### src/rtl/led_pkg.sv
// Shared definitions for the LED pattern generator: pattern mode encodings.
`timescale 1ns/1ps
package led_pkg;

    typedef enum logic [1:0] {
        MODE_SHIFT  = 2'd0,
        MODE_BOUNCE = 2'd1,
        MODE_BLINK  = 2'd2,
        MODE_COUNT  = 2'd3
    } mode_t;

endpackage

### src/rtl/led_tick_gen.sv
// Free-running prescaler producing a one-cycle clock enable every 2^DIV_W cycles.
`timescale 1ns/1ps
module led_tick_gen #(
    parameter int DIV_W = 25
) (
    input  logic clk,
    input  logic rst_n,
    input  logic clr,
    input  logic hold,
    output logic tick
);

    logic [DIV_W-1:0] cnt;

    // Clear wins over hold so a mode change always restarts the step period.
    always_ff @(posedge clk or negedge rst_n) begin
        if (!rst_n) begin
            cnt <= '0;
        end else if (clr) begin
            cnt <= '0;
        end else if (!hold) begin
            cnt <= cnt + DIV_W'(1);
        end
    end

    assign tick = (&cnt) && !hold && !clr;

endmodule

### src/rtl/led_pattern_gen.sv
// LED pattern generator: SHIFT, BOUNCE, BLINK and COUNT patterns advanced by a prescaled tick.
`timescale 1ns/1ps
module led_pattern_gen #(
    parameter int N_LEDS     = 8,
    parameter int DIV_W      = 25,
    parameter bit ACTIVE_LOW = 1'b1
) (
    input  logic              clk,
    input  logic              rst_n,
    input  logic [1:0]        mode,
    input  logic              pause,
    output logic [N_LEDS-1:0] leds,
    output logic              step
);
    import led_pkg::*;

    localparam int IDX_W = (N_LEDS > 1) ? $clog2(N_LEDS) : 1;
    localparam logic [IDX_W-1:0] IDX_LAST = IDX_W'(N_LEDS - 1);

    mode_t             mode_q;
    logic              mode_chg;
    logic              tick;
    logic [IDX_W-1:0]  idx;
    logic              dir_up;
    logic              phase;
    logic [N_LEDS-1:0] count;
    logic [N_LEDS-1:0] lit;

    assign mode_chg = (mode_q != mode_t'(mode));

    led_tick_gen #(
        .DIV_W (DIV_W)
    ) u_tick_gen (
        .clk   (clk),
        .rst_n (rst_n),
        .clr   (mode_chg),
        .hold  (pause),
        .tick  (tick)
    );

    // idx holds the position to light on the next tick, so the first tick after
    // a clear shows LED 0; BLINK and COUNT display their freshly advanced value.
    always_ff @(posedge clk or negedge rst_n) begin
        if (!rst_n) begin
            mode_q <= MODE_SHIFT;
            idx    <= '0;
            dir_up <= 1'b1;
            phase  <= 1'b0;
            count  <= '0;
            lit    <= '0;
            step   <= 1'b0;
        end else begin
            mode_q <= mode_t'(mode);
            step   <= 1'b0;
            if (mode_chg) begin
                idx    <= '0;
                dir_up <= 1'b1;
                phase  <= 1'b0;
                count  <= '0;
                lit    <= '0;
            end else if (tick) begin
                step <= 1'b1;
                case (mode_q)
                    MODE_SHIFT: begin
                        lit <= N_LEDS'(1) << idx;
                        idx <= (idx == IDX_LAST) ? '0 : idx + IDX_W'(1);
                    end
                    MODE_BOUNCE: begin
                        lit <= N_LEDS'(1) << idx;
                        // Direction flips while an endpoint is shown, so it is never repeated.
                        if (dir_up) begin
                            if (idx == IDX_LAST) begin
                                dir_up <= 1'b0;
                                idx    <= idx - IDX_W'(1);
                            end else begin
                                idx <= idx + IDX_W'(1);
                            end
                        end else begin
                            if (idx == '0) begin
                                dir_up <= 1'b1;
                                idx    <= idx + IDX_W'(1);
                            end else begin
                                idx <= idx - IDX_W'(1);
                            end
                        end
                    end
                    MODE_BLINK: begin
                        phase <= ~phase;
                        lit   <= {N_LEDS{~phase}};
                    end
                    MODE_COUNT: begin
                        count <= count + N_LEDS'(1);
                        lit   <= count + N_LEDS'(1);
                    end
                endcase
            end
        end
    end

    assign leds = ACTIVE_LOW ? ~lit : lit;

endmodule

### config.mk
export PLATFORM = sky130hd
export DESIGN_NAME = led_pattern_gen
export DESIGN_NICKNAME = d
export VERILOG_FILES = /design/src/rtl/led_pkg.sv /design/src/rtl/led_tick_gen.sv /design/src/rtl/led_pattern_gen.sv
export SDC_FILE = /design/constraint.sdc
export NUM_CORES = 1
export LEC_CHECK = 0
export CORE_ASPECT_RATIO = 2
export CORE_MARGIN = 2
export CORE_UTILIZATION = 44
export CTS_CLUSTER_DIAMETER = 60
export DETAILED_ROUTE_END_ITERATION = 6
export GPL_TIMING_DRIVEN = 0
export PLACE_DENSITY = 0.66
export SYNTH_ARGS = -nofsm -noshare
export SYNTH_HDL_FRONTEND = slang
export SYNTH_SLANG_ARGS = --single-unit
### constraint.sdc
create_clock -name clk -period 3 [get_ports clk]
set_input_delay 0.6 -clock clk [delete_from_list [all_inputs] [get_ports clk]]
set_output_delay 0.6 -clock clk [all_outputs]
set_load 0.005 [all_outputs]
# --- Word level (Yosys, flattened, before mapping) ---
# Cells that the tools add are included.
totals:
  reg_bits: 49
  in_bits: 5
  word_cells: 64
op_classes:
  add_sub_neg: 4
  eq_ne: 6
  shift: 1
  muxes: 26
  bitwise: 2
  n_reduce_logical: 17
ops:
  columns: ["operator", "count"]
  rows:
  - ["$mux W25", 2]
  - ["$mux W8", 5]
  - ["$add A25 B1 Y25 const B", 1]
  - ["$reduce_and A25 Y1", 1]
  - ["$pmux W8 S3", 1]
  - ["$mux W3", 6]
  - ["$mux W1", 11]
  - ["$add A8 B1 Y8 const B", 1]
  - ["$not A8 Y8", 1]
  - ["$reduce_and A2 Y1", 4]
  - ["$reduce_bool A2 Y1", 4]
  - ["$shl A1 B3 Y8 const A", 1]
  - ["$pmux W3 S2", 1]
  - ["$eq A2 B2 Y1 const B", 2]
  - ["$add A3 B1 Y3 const B", 1]
  - ["$eq A3 B3 Y1 const B", 1]
  - ["$logic_not A3 Y1", 1]
  - ["$reduce_bool A3 Y1", 1]
  - ["$sub A3 B1 Y3 const B", 1]
  - ["$eq A2 B1 Y1 const B", 1]
  - ["$logic_and A1 B1 Y1", 2]
  - ["$logic_not A1 Y1", 2]
  - ["$logic_not A2 Y1", 1]
  - ["$ne A2 B1 Y1 const B", 1]
  - ["other kinds (3)", 3]

# --- Logic depth before layout (Yosys ltp) ---
depth:
  ltp_word: 6
  depth_mapped: 7

# --- Cells and area by module ---
# A second synthesis with hierarchy kept.
unflattened:
  hier_cells: 309
  area_unflattened_um2: 2942.8
by_module_without_submodules:
  columns: ["module", "instances", "cells_per_inst", "area_per_inst_um2", "seq_area_each_um2"]
  rows:
  - ["led_pattern_gen", 1, 161, 1551.5, 601.8]
  - ["led_tick_gen", 1, 148, 1391.3, 625.6]

# --- Worst setup path after synthesis ---
# No wires, ideal clock.
synth_path:
  path_kind: "input to register"
  start: "in pause"
  end: "reg lit[0]"
  setup_time_ns: 0.130
  arrival_time_ns: 2.087
  t_required_ns: 2.870
  path_slack_ns: 0.783
  cell_stages: 5
  path_buffers: 0
  path_cell_list: "nand4b_4 or4_4 or4_4 a311oi_2 a211oi_2"
synth_via:
  elab_chain_len: 4
synth_rtl:
  columns: ["item", "line", "rtl"]
  rows:
  - ["start, declared", "led_pattern_gen.sv:11", "input logic pause,"]
  - ["$logic_not A1 Y1", null, null]
  - ["$logic_and A1 B1 Y1 (2 in a row)", "led_tick_gen.sv:26", "assign tick = (&cnt) && !hold && !clr;"]
  - ["$reduce_bool A2 Y1 (no source line)", null, null]
  - ["end signal, assigned", "led_pattern_gen.sv:65", "lit <= N_LEDS'(1) << idx;"]
  - ["end signal, assigned", "led_pattern_gen.sv:69", "lit <= N_LEDS'(1) << idx;"]
  - ["end signal, assigned", "led_pattern_gen.sv:89", "lit <= {N_LEDS{~phase}};"]
  - ["end, declared", "led_pattern_gen.sv:27", "logic [N_LEDS-1:0] lit;"]
# No other way between the ends.
# A chain may end at the register's enable or synchronous reset.

# --- Worst setup path after layout ---
# Same ends and word-level chain as after synthesis.

==> flow_results.org <==
** Global routing
- The initial antenna violation count is 0.
- Largest net degree at the start of global routing :: 27
- The first global-routing pass estimated 10.7 mm of wire.
- GRT Resource Usage Total :: 20.5%
- Number of global-route vias before repair :: roughly 2,300
- Overflow left after global routing :: 0

** Timing
- Pins over their slew limit :: 0
- Transition time at the pin with the least slew margin :: just under 1000 ps
- Unrepaired setup endpoints after global routing :: no
- The final hold violation count was 0.
- Period Utilization, post-route :: between 80 and 90%
- On the final layout, the worst hold slack is slightly below 300 ps.
- Final sum of negative setup slack :: 0 ps
- Maximum clock rate :: slightly below 400 MHz
- Measured against its own limit, the worst slew margin works out to 33.0%.
- Final setup vio count :: 0
- The routed design could run at a clock period as short as about 2600 ps.
- Final worst setup slack :: slightly above 400 ps
- Setup clock skew after layout :: between 5 and 6 ps

** Layout
- Count of inserted antenna diode cells :: 0
- Commonest non-fill, non-tap cell in the layout :: dfrtp_1
- Footprint of the multi-input gates :: roughly 0.0014 mm2
- After the last flow step, the layout net total stands at between 300 and 400.
- Synth-to-layout area growth :: 14.1%
- Seq. cell area :: 0.00123 mm2
- Filler Cells Inserted :: approximately 630
- The top cell types in the final layout, fill and taps aside, are dfrtp_1, nor2_1, a21oi_1, inv_1, xnor2_1.
- Proportion of layout cells with a drive suffix above 1 :: just under 9%
- Finished layout cell area :: approximately 0.0032 mm2

** Floorplanning
- Die boundary height :: between 100 and 150 um
- 14 I/O pins were placed.
- From left edge to right edge, the die measures between 60 and 70 um.
- The floorplan has 41 rows.
- Total die area :: between 0.007 and 0.008 mm2
- The total area inside the core boundary comes to between 0.006 and 0.007 mm2.
- For this configuration, the core starts out at a cell density of between 40% and 50%.

** Logic synthesis
- Per-instance average area after synthesis :: 9.34 um2
- For this run, the number of Yosys warnings is 0.
- Post-synthesis net count :: around 310
- The netlist uses 47 different library cells.
- Number of enable-type register cells in the synthesized netlist :: 0
- Top flip-flop cell by instance count after synthesis :: dfrtp_1
- Flip-flop and latch count after synthesis :: 49
- Sequential fraction of the synthesis area :: about 44%
- In the synthesized netlist the async set-or-reset flop fraction comes to between 90% and 100%.
- After synthesis the cells add up to 0.00280 mm2.
- Post-synthesis cell count :: 300

** Detailed routing
- For this run, design rule violations remaining after detail routing come to 0.
- For this block, the initial DRC count from the detailed router was just over 80.
- Aggregate routed wire length :: ~6.3 mm
- The detail route stage leaves a number of antenna-violating nets equal to 0.
- WL per Instance :: 15.5 um
- For this run, the detailed router's first-pass iteration total came to 4.
- Detailed routing inserted a total of roughly 2,200 vias.
- Dividing the detail-routed via count by the number of cells gives between 5 and 6.

** Clocking
- CTS built an H-tree with a depth of 2.
- TritonCTS built the clock tree.
- Hold buffers post-CTS :: 0
- Clock transition at the register clock pins on the worst setup and hold paths after CTS :: approximately 60 ps
- Setup repair bufs after CTS :: 0
- Gates resized during post-CTS repair numbered 0.
- CTS max path bufs :: 2
- CTS root buf :: clkbuf_16
- The number of clock buffers added by TritonCTS is 5.
- Clock Sinks :: 49
- Clock latency of the later-clocked register in the worst-skew pair :: roughly 290 ps

** Critical path
- Critical path launch point type :: input port
- Setup slack on the worst reg-to-reg path comes out at 690 ps.
- Data on the critical path is required at its endpoint by 3170 ps.
- Data arrival time of the critical path :: approximately 2800 ps
- STA classifies the critical path endpoint as a flop.
- By startpoint and endpoint, the worst setup path is classified as input port to flop.
- Maximum fanout encountered on the critical timing path :: 6

** Pwr
- Worst IR drop on VDD :: 345 uV
- The design draws 1.31 mW.
- Power spread over the standard cell area amounts to between 400 and 500 mW/mm2.
- Summed over all cells, the static leakage comes to between 1 and 1.5 nW.

** Placed design
- Number of buffers added on ports :: 13
- In this run the cell area measured after placement is about 0.0031 mm2.
- Timing analysis after detailed placement gives a worst setup slack of approximately 89 ps.
- At the end of routability-driven placement, the weighted congestion stood at a little under 0.9.
- Detailed placement ended at an HPWL of between 4 and 5 mm.

** Hold path
- The min-delay analysis places its worst path in the category input port to async pin.

** Status
- The flow ran to the end, and the final reports show no timing, DRC or antenna violations.

** Run
- Number of max-cap violations :: 0
[worst max-delay path, cell delays in order]
cell and delay (ps):
clkdlybuf4s50_1 510, nand4b_4 280, or4_4 500, or4_4 580, a311oi_2 220, a211oi_2 70
[routing by layer]
layer | wire, um | global-route usage (%) | up-vias
li1 | - | - | 1087
met4 | 396 | 14.9 | 0
met3 | 188 | 3.85 | 29
met5 | 0 | 0 | -
met2 | 3380 | 36.4 | 56
met1 | 2350 | 20.2 | 1044
[synthesized netlist by cell type (6+ instances only)]
cell,instances,area (um2)
inv_1,19,71.3
nand2_1,17,63.8
or3_1,8,50.1
a21oi_1,21,105
o21ai_0,13,65.1
nor2_1,42,158
nand3_1,10,50.1
nand4_1,7,43.8
nor3_1,9,45.0
xor2_1,12,105
nor4_1,6,37.5
dfrtp_1,48,1200
xnor2_1,19,166
ha_1,9,113
clkbuf_1,7,26.3
[final timing paths]
| path | cells past startpoint | from | end |
|---|---|---|---|
| setup / recovery | 6 | pause | lit[0] |
| hold / removal | 1 | rst_n | count[4] |
| setup reg to reg | 6 | u_tick_gen.cnt[0] | lit[0] |
| hold reg to reg | 2 | lit[0] | lit[0] |
| max in group asynchronous | 2 | rst_n | dir_up |
| min in group clk | 2 | lit[0] | lit[0] |
[report_power, final]
group          switching (mW)  internal [mW]  total [mW]
clock network           0.238          0.328       0.566
logic                  0.0562         0.0252      0.0814
registers             0.00288          0.664       0.666
[registers in the layout, indices dropped and copies added (netlist names)]
name            flops
step                1
mode_q              2
idx                 3
count               8
u_tick_gen.cnt     25
dir_up              1
lit                 8
phase               1
[per-stage QoR]
step | util (%) | cells
floorplan | - | 300
global placement | 48.6 | 399
detailed placement | 48.8 | 400
CTS | 51.1 | 407
global route | 51.1 | 407
finish | 51.1 | 407
[layout make-up]
cell class,count,area share [%]
multi-input combinational,220,44.7
sequential,49,38.4
timing repair buffer,14,4.54
clock buffer,7,4.46
tap,86,3.36
buffer,12,2.35
inverter,19,2.23
[kinds of logic after synthesis]
| group | Yosys count | share of synthesized area, % |
|---|---|---|
| buf+inv | 31 | 5.22 |
| compound gates | 52 | 11.5 |
| simple gates | 124 | 24.3 |
| flops | 49 | 43.8 |
| xor+xnor | 31 | 9.69 |
| mux | 4 | 1.43 |
| fa+ha+maj | 9 | 4.02 |
Note: power is estimated with default switching activity, not from simulation.
